$ cat src/rtl/cpu_types_pkg.sv
// Basic datapath types shared by CPU-side blocks.
package cpu_types_pkg;
  typedef logic [31:0] word_t;
endpackage

$ cat src/rtl/dcache_pkg.sv
// Data cache controller state encoding.
package dcache_pkg;
  typedef enum logic [2:0] {IDLE, WB, FILL, FLUSH, CNT, DONE} dcache_state_t;
endpackage

$ cat src/rtl/dcache_way.sv
// One cache way: tag/valid/dirty/data storage, combinational read, single-index write port.
module dcache_way
  import cpu_types_pkg::*;
#(
  parameter int SETS  = 8,
  parameter int WORDS = 2,
  localparam int IDX_W  = $clog2(SETS),
  localparam int WOFF_W = $clog2(WORDS),
  localparam int TAG_W  = 30 - IDX_W - WOFF_W
) (
  input  logic              CLK,
  input  logic              RST,
  input  logic [IDX_W-1:0]  idx,
  input  logic [WOFF_W-1:0] woff,
  output logic [TAG_W-1:0]  tag,
  output logic              valid,
  output logic              dirty,
  output logic [31:0]       rdata,
  input  logic              data_we,
  input  logic [31:0]       wdata,
  input  logic              tag_we,
  input  logic [TAG_W-1:0]  wtag,
  input  logic              valid_we,
  input  logic              valid_val,
  input  logic              dirty_we,
  input  logic              dirty_val,
  input  logic              inval_all
);
  word_t             data_mem [SETS*WORDS];
  logic [TAG_W-1:0]  tag_mem  [SETS];
  logic [SETS-1:0]   valid_bits;
  logic [SETS-1:0]   dirty_bits;

  assign tag   = tag_mem[idx];
  assign valid = valid_bits[idx];
  assign dirty = dirty_bits[idx];
  assign rdata = data_mem[{idx, woff}];

  // Tag and data arrays carry no reset; valid gates their use.
  always_ff @(posedge CLK) begin
    if (data_we) data_mem[{idx, woff}] <= wdata;
    if (tag_we)  tag_mem[idx] <= wtag;
  end

  always_ff @(posedge CLK) begin
    if (RST) begin
      valid_bits <= '0;
      dirty_bits <= '0;
    end else begin
      if (inval_all)     valid_bits <= '0;
      else if (valid_we) valid_bits[idx] <= valid_val;
      if (dirty_we)      dirty_bits[idx] <= dirty_val;
    end
  end
endmodule

$ cat src/rtl/wb_dcache.sv
// Two-way set-associative write-back, write-allocate data cache with flush and hit counter.
module wb_dcache
  import cpu_types_pkg::*;
  import dcache_pkg::*;
#(
  parameter int          SETS        = 8,
  parameter int          WORDS       = 2,
  parameter logic [31:0] HITCNT_ADDR = 32'h3100
) (
  input  logic        CLK,
  input  logic        RST,
  input  logic        dmemREN,
  input  logic        dmemWEN,
  input  logic [31:0] dmemaddr,
  input  logic [31:0] dmemstore,
  input  logic        halt,
  output logic        dhit,
  output logic [31:0] dmemload,
  output logic        flushed,
  output logic        dREN,
  output logic        dWEN,
  output logic [31:0] daddr,
  output logic [31:0] dstore,
  input  logic [31:0] dload,
  input  logic        dwait
);
  localparam int IDX_W  = $clog2(SETS);
  localparam int WOFF_W = $clog2(WORDS);
  localparam int TAG_W  = 30 - IDX_W - WOFF_W;
  localparam logic [IDX_W-1:0]  LAST_SET  = IDX_W'(SETS - 1);
  localparam logic [WOFF_W-1:0] LAST_WORD = WOFF_W'(WORDS - 1);

  dcache_state_t     state_reg, state_next;
  logic [WOFF_W-1:0] cnt_reg, cnt_next;
  logic              victim_reg, victim_next;
  logic [TAG_W-1:0]  miss_tag_reg, miss_tag_next;
  logic [IDX_W-1:0]  miss_idx_reg, miss_idx_next;
  logic [IDX_W-1:0]  fl_idx_reg, fl_idx_next;
  logic              fl_way_reg, fl_way_next;
  logic [SETS-1:0]   lru_reg, lru_next;
  word_t             hitcount_reg, hitcount_next;
  logic              miss_seen_reg, miss_seen_next;

  logic [TAG_W-1:0]  req_tag;
  logic [IDX_W-1:0]  req_idx;
  logic [WOFF_W-1:0] req_woff;
  logic [IDX_W-1:0]  way_idx;
  logic [WOFF_W-1:0] way_woff;
  logic [TAG_W-1:0]  way_tag [2];
  word_t             way_rdata [2];
  logic [1:0]        way_valid, way_dirty;
  logic [1:0]        data_we, tag_we, valid_we, dirty_we;
  word_t             wdata;
  logic [TAG_W-1:0]  wtag;
  logic              valid_val, dirty_val, inval_all;
  logic              hit0, hit1, hit_way, victim, fl_dirty, fl_step;
  logic              unused_bits;

  assign req_tag     = dmemaddr[31 -: TAG_W];
  assign req_idx     = dmemaddr[2 + WOFF_W +: IDX_W];
  assign req_woff    = dmemaddr[2 +: WOFF_W];
  assign unused_bits = ^dmemaddr[1:0];

  generate
    for (genvar gi = 0; gi < 2; gi++) begin : g_way
      dcache_way #(.SETS(SETS), .WORDS(WORDS)) u_way (
        .CLK(CLK), .RST(RST), .idx(way_idx), .woff(way_woff),
        .tag(way_tag[gi]), .valid(way_valid[gi]), .dirty(way_dirty[gi]), .rdata(way_rdata[gi]),
        .data_we(data_we[gi]), .wdata(wdata), .tag_we(tag_we[gi]), .wtag(wtag),
        .valid_we(valid_we[gi]), .valid_val(valid_val),
        .dirty_we(dirty_we[gi]), .dirty_val(dirty_val), .inval_all(inval_all)
      );
    end
  endgenerate

  assign hit0     = way_valid[0] && (way_tag[0] == req_tag);
  assign hit1     = way_valid[1] && (way_tag[1] == req_tag);
  assign hit_way  = ~hit0;
  // Prefer an empty way before evicting the least recently used one.
  assign victim   = !way_valid[0] ? 1'b0 : (!way_valid[1] ? 1'b1 : lru_reg[req_idx]);
  assign fl_dirty = way_valid[fl_way_reg] && way_dirty[fl_way_reg];

  always_comb begin
    way_idx  = req_idx;
    way_woff = req_woff;
    case (state_reg)
      WB, FILL: begin way_idx = miss_idx_reg; way_woff = cnt_reg; end
      FLUSH:    begin way_idx = fl_idx_reg;   way_woff = cnt_reg; end
      default:  ;
    endcase
  end

  always_comb begin
    state_next = state_reg;     cnt_next = cnt_reg;           victim_next = victim_reg;
    miss_tag_next = miss_tag_reg; miss_idx_next = miss_idx_reg;
    fl_idx_next = fl_idx_reg;   fl_way_next = fl_way_reg;     lru_next = lru_reg;
    hitcount_next = hitcount_reg; miss_seen_next = miss_seen_reg;
    dhit = 1'b0; dmemload = '0; flushed = 1'b0;
    dREN = 1'b0; dWEN = 1'b0; daddr = '0; dstore = '0;
    data_we = '0; tag_we = '0; valid_we = '0; dirty_we = '0;
    wdata = dmemstore; wtag = miss_tag_reg; valid_val = 1'b0; dirty_val = 1'b0;
    inval_all = 1'b0; fl_step = 1'b0;
    case (state_reg)
      IDLE: begin
        if (halt) begin
          state_next = FLUSH; fl_idx_next = '0; fl_way_next = 1'b0; cnt_next = '0;
        end else if (dmemREN || dmemWEN) begin
          if (hit0 || hit1) begin
            dhit = 1'b1;
            if (dmemREN) dmemload = way_rdata[hit_way];
            if (dmemWEN) begin
              data_we[hit_way] = 1'b1; dirty_we[hit_way] = 1'b1; dirty_val = 1'b1;
            end
            lru_next[req_idx] = ~hit_way;
            if (miss_seen_reg) miss_seen_next = 1'b0;
            else               hitcount_next = hitcount_reg + 32'd1;
          end else begin
            victim_next = victim; miss_tag_next = req_tag; miss_idx_next = req_idx;
            cnt_next = '0; miss_seen_next = 1'b1;
            if (way_valid[victim] && way_dirty[victim]) state_next = WB;
            else begin
              state_next = FILL; wtag = req_tag;
              tag_we[victim] = 1'b1; valid_we[victim] = 1'b1;
            end
          end
        end
      end
      WB: begin
        dWEN = 1'b1;
        daddr = {way_tag[victim_reg], miss_idx_reg, cnt_reg, 2'b00};
        dstore = way_rdata[victim_reg];
        if (!dwait) begin
          cnt_next = cnt_reg + WOFF_W'(1);
          if (cnt_reg == LAST_WORD) begin
            // Clean the line and install the new tag as an invalid line for the fill.
            dirty_we[victim_reg] = 1'b1; tag_we[victim_reg] = 1'b1; valid_we[victim_reg] = 1'b1;
            state_next = FILL;
          end
        end
      end
      FILL: begin
        dREN = 1'b1;
        daddr = {miss_tag_reg, miss_idx_reg, cnt_reg, 2'b00};
        wdata = dload;
        if (!dwait) begin
          data_we[victim_reg] = 1'b1;
          cnt_next = cnt_reg + WOFF_W'(1);
          if (cnt_reg == LAST_WORD) begin
            valid_we[victim_reg] = 1'b1; valid_val = 1'b1; dirty_we[victim_reg] = 1'b1;
            state_next = IDLE;
          end
        end
      end
      FLUSH: begin
        if (fl_dirty) begin
          dWEN = 1'b1;
          daddr = {way_tag[fl_way_reg], fl_idx_reg, cnt_reg, 2'b00};
          dstore = way_rdata[fl_way_reg];
          if (!dwait) begin
            cnt_next = cnt_reg + WOFF_W'(1);
            if (cnt_reg == LAST_WORD) begin
              dirty_we[fl_way_reg] = 1'b1; fl_step = 1'b1;
            end
          end
        end else begin
          fl_step = 1'b1;
        end
        if (fl_step) begin
          fl_idx_next = fl_idx_reg + IDX_W'(1);
          if (fl_idx_reg == LAST_SET) begin
            if (fl_way_reg) state_next = CNT;
            else            fl_way_next = 1'b1;
          end
        end
      end
      CNT: begin
        dWEN = 1'b1; daddr = HITCNT_ADDR; dstore = hitcount_reg;
        if (!dwait) begin
          inval_all = 1'b1; state_next = DONE;
        end
      end
      DONE:    flushed = 1'b1;
      default: state_next = IDLE;
    endcase
  end

  always_ff @(posedge CLK) begin
    if (RST) begin
      state_reg <= IDLE;      cnt_reg <= '0;       victim_reg <= 1'b0;
      miss_tag_reg <= '0;     miss_idx_reg <= '0;  fl_idx_reg <= '0;
      fl_way_reg <= 1'b0;     lru_reg <= '0;       hitcount_reg <= '0;
      miss_seen_reg <= 1'b0;
    end else begin
      state_reg <= state_next;       cnt_reg <= cnt_next;          victim_reg <= victim_next;
      miss_tag_reg <= miss_tag_next; miss_idx_reg <= miss_idx_next; fl_idx_reg <= fl_idx_next;
      fl_way_reg <= fl_way_next;     lru_reg <= lru_next;          hitcount_reg <= hitcount_next;
      miss_seen_reg <= miss_seen_next;
    end
  end
endmodule

$ cat config.mk
export PLATFORM = sky130hd
export DESIGN_NAME = wb_dcache
export DESIGN_NICKNAME = d
export VERILOG_FILES = /design/src/rtl/cpu_types_pkg.sv /design/src/rtl/dcache_pkg.sv /design/src/rtl/dcache_way.sv /design/src/rtl/wb_dcache.sv
export SDC_FILE = /design/constraint.sdc
export NUM_CORES = 2
export LEC_CHECK = 0
export CORE_UTILIZATION = 30
export CTS_BUF_LIST = sky130_fd_sc_hd__clkbuf_4
export DETAILED_ROUTE_END_ITERATION = 10
export PLACE_DENSITY = 0.46
export SETUP_SLACK_MARGIN = 0.15
export SLEW_MARGIN = 20
export SYNTH_ARGS = -nofsm -noshare
export SYNTH_HDL_FRONTEND = slang
export SYNTH_SLANG_ARGS = --single-unit
$ cat constraint.sdc
create_clock -name CLK -period 6.4 [get_ports CLK]
set_input_delay 0.96 -clock CLK [delete_from_list [all_inputs] [get_ports CLK]]
set_output_delay 0.96 -clock CLK [all_outputs]
set_load 0.1 [all_outputs]
==> summary.log <==
INFO  run_status     outcome=finished, violations left
INFO  run_status     violated_checks=negative setup slack
INFO  setup_path     cp.buffers_inverters=10
INFO  grt            globalRoute.busiestLayer=met2
INFO  power          power.density_cell_area=455nW/um^2
INFO  yosys          muxShareOfSynthArea=2.29%
INFO  route          drt_iter0_markers=4,594
INFO  route          vias_per_cell=5.19
INFO  yosys          parity_gate_share_of_the_synthesized_area_counting_xor_and_xnor_cells=0.691%
INFO  yosys          synth_top_family_by_area=simple AND/OR/NAND/NOR gates
INFO  setup_path     crit_chain=xnor2_4 > buf_4 > o22ai_4 > buf_6 > a211oi_4 > buf_6 > buf_4 > nand3_1 > nand3_1 > xnor2_1 > nor4_2 > buf_4 > nand4_2 > nor4_4 > buf_6 > buf_12 > buf_12 > mux2i_2 > nor2_1 > buf_4 > buf_12
INFO  clock_network  cts.htree.levels=5
INFO  die            pin_count=202
INFO  yosys          synth_most_common_cell=edfxtp_1
INFO  setup_path     path_common_cell=buf_4
INFO  final_layout   largest_register_ff_count=1,024
INFO  grt            global_route.usage.met2=36.9%
INFO  clock_network  clock_tree_sinks=1,551
INFO  setup_path     worst_ep_required_time=5.44ns
INFO  timing         setup_violation_total_in_the_final_timing_report=37
INFO  flow_run       drv_cap=0
INFO  yosys          synth_largest_type_area_fraction=66.7%
INFO  timing         slew_violations=0
INFO  grt            grt_pass1_wl=344,000microns
INFO  die            chipWidth=467microns
INFO  die            initial_core_util=30.2%
INFO  clock_network  ctsLongestPathBuffers=4
INFO  yosys          ys_async_sr_fraction=0%
INFO  place          hpwl=149,000microns
INFO  clock_network  numCtsBuffers=431
INFO  yosys          dominant_register_cell_in_the_synthesized_netlist=edfxtp_1
INFO  yosys          yosys_warnings=0
INFO  yosys          netlist_area_before_placement=64,800squm
INFO  final_layout   layout.filler_cells=20.5k
INFO  final_layout   layout-area-overhead-vs-synth=29.5%
INFO  yosys          synth_seq_area_share=70.1%
INFO  setup_path     worstReg2RegEnd=g_way[0].u_way.data_mem[1][23]
INFO  die            fp-row-count=170
INFO  grt            grt_use_met3=3.80%
INFO  yosys          synth_enable_flop_cells=1,440
INFO  grt            gr-total-overflow=0
INFO  place          place.port_buffers=197
INFO  setup_path     timing.critical_path.to=dmemload[22]
INFO  route          drt_pass1_iterations=9
INFO  power          power_leakage=30.3nW
INFO  place          gpl.final_weighted_congestion=0.878
INFO  yosys          synth.lib_cells_used.distinct=93
INFO  timing         timing.final.ws_setup=-0.356ns
INFO  setup_path     cp-start-kind=flip-flop
INFO  clock_network  cts_tree=built
INFO  timing         layout_worst_path_cycle_share=106%
INFO  die            y_dimension_of_the_die=467microns
INFO  grt            antenna_found_initial=10
INFO  timing         final.hold.worst_slack=0.389ns
INFO  clock_network  clk_root_buffer_cell=clkbuf_4
INFO  setup_path     critical_path.reg2reg.startpoint=state_reg[0]
INFO  final_layout   finish.cell_count_without_fillers=9,340
INFO  yosys          synth_cells=5,318
INFO  die            placeableCoreArea=215,000squm
INFO  setup_path     critPathSlowestCell=dfxtp_4
INFO  setup_path     timing.critical_path.fanout_max=8
INFO  power          report.power.total=0.0382W
INFO  setup_path     critical_path.top_delay_family=buffers and inverters
INFO  yosys          synth_adder_area_share=0.0579%
INFO  yosys          compound_gate_portion_of_the_synthesized_area=6.98%
INFO  timing         clock-skew-final=0.150ns
INFO  yosys          yosys-top-cells-area=edfxtp_1, nand2_1, nand3_1
INFO  timing         clock.fmax=148MHz
INFO  setup_path     worst_setup_path_startpoint=state_reg[0]
INFO  yosys          number_of_storage_elements_in_the_synthesis_netlist=1,551
INFO  yosys          syn_avg_cell_area=12.2squm
INFO  setup_path     reg2reg_depth=23
INFO  place          pre_cts_ws=-0.658ns
INFO  route          detail_route.wl_per_cell=26.0microns
INFO  route          drt_drc_violations_left=0
INFO  yosys          synth_commonest_cells=edfxtp_1, nand2_1, nand3_1, clkbuf_1, nor2_1
INFO  hold_path      timing.hold.worst.class=in -> reg
INFO  route          routed_wirelength=243,000microns
INFO  place          placed_cells=8,460
INFO  timing         timing_hold_violations_final=0
INFO  final_layout   nets=6,290
INFO  power          irDropWorstVdd=0.276mV
INFO  die            die-area=218,000squm
INFO  final_layout   final_layout_size_suffix_gt1_share=25.6%
INFO  timing         slew_headroom=25.6%
INFO  setup_path     cp_slowest_stage_delay=0.37ns
INFO  setup_path     critPathKind=reg -> out
INFO  clock_network  cts.clk_slew.worst_paths=0.06ns
INFO  clock_network  clk-insertion-delay-late=1.43ns
INFO  setup_path     arrival_time_worst_endpoint=5.80ns
INFO  yosys          synth_largest_area_cell=edfxtp_1
INFO  timing         setup-tns-final=-10.81ns
INFO  timing         min_period=6.76ns
INFO  timing         rsz0062_at_grt=true
INFO  route          vias=48.5k
INFO  setup_path     ff2ff_setup_slack=1.06ns
INFO  setup_path     critical_path_end_type=output pin
INFO  route          drt.antenna.violating_nets=0
INFO  timing         tightest_slew=1.11ns
INFO  yosys          yosys.area_share.simple=17.1%
INFO  grt            groute.usage.overall=21.9%
INFO  grt            grt_max_degree=134
INFO  grt            grtUsageMet1=28.2%
INFO  setup_path     path_depth=21
INFO  grt            grt_pass1_vias=47.2k
[timing repair]
| action | CTS | global route |
|---|---|---|
| pin swaps | 74 | 30 |
| buffers inserted | 95 | 17 |
| hold endpoints to repair | 17 | 0 |
| cloned | 15 | 2 |
| resized for setup | 228 | 47 |
| hold buffers | 1 | 0 |
| setup endpoints to repair | 295 | 95 |
[metal layers]
metal / vias up / routed length, microns
met5: - / 0
met4: 0 / 8520
met3: 432 / 14500
met2: 1815 / 119000
met1: 24500 / 101000
li1: 21700 / -
[layout by cell type (no fill, tap or decap), types with 14 or more instances in the layout]
cell type           n
nor3_1             49
clkinv_1           61
a222oi_1           39
buf_6              49
nor4_1             14
mux2_2             47
mux2i_1            76
nor2_4             57
nand2_1          1233
diode_2            15
clkbuf_4          653
nand2_2            26
o221ai_1           31
xor2_1             27
a21boi_0           17
or4_1              15
dfxtp_1           108
a31oi_1            64
o21ai_0            66
o22ai_1            30
clkinv_2           17
xnor2_1            18
nor2_2             14
a21oi_1           139
clkdlybuf4s50_1   100
edfxtp_1         1440
a211oi_1           52
inv_1              63
nand4_1            15
buf_4             347
nor2_1            144
nand3_1           677
buf_12            272
and3_1            181
[worst register-to-register path: cells and delay by family (launching register included)]
kind            cells  cell delay, ns
buf+inv            11            1.95
simple gates        7            1.70
compound gates      3            0.52
xor+xnor            2            0.48
flops               1            0.37
[per-stage QoR]
stage | cell area (sq um) | utilization (%)
after CTS | 83400 | 38.9
after global routing | 84000 | 39.1
after floorplan | 64800 | -
after detailed placement | 75800 | 35.3
after global placement | 75800 | 35.3
final | 84000 | 39.1
[kinds of logic after synthesis]
kind of cell | Yosys count
flip-flops | 1551
AO/OA/AOI/OAI | 640
other | 1
multiplexers | 142
buffers and inverters | 437
XOR/XNOR | 49
AND/OR/NAND/NOR | 2495
adder cells (fa/ha/maj) | 3
[power by group]
part | leakage [nW] | internal, W | total [W] | switching [W]
Sequential | 14.0 | 0.0124 | 0.0125 | 0.000119
Combinational | 13.1 | 0.00575 | 0.0168 | 0.0110
Clock | 3.22 | 0.00476 | 0.00893 | 0.00417
[cell type report]
class	instances	area, sq um	area share (%)
Inverter	69	274	0.326
Timing Repair Buffer	800	10400	12.4
Antenna cell	15	37.5	0.0447
Clock inverter	82	433	0.516
Multi-Input combinational cell	3332	18900	22.5
Tap cell	2838	3550	4.23
Sequential cell	1551	45500	54.2
Clock buffer	653	4900	5.84
[worst min path at each step]
stage,depth (start not counted),slack [ns],to,from
final,3,0.39,miss_tag_reg[24],dmemaddr[30]
after global placement,2,0.44,lru_reg[1],lru_reg[1]
after global routing,3,0.29,miss_tag_reg[24],dmemaddr[30]
after floorplan,2,0.44,g_way[0].u_way.dirty_bits[1],g_way[0].u_way.dirty_bits[1]
after detailed placement,2,0.45,miss_idx_reg[0],miss_idx_reg[0]
after CTS,3,0.25,miss_tag_reg[11],dmemaddr[17]
(Power assumes the default switching activity.)
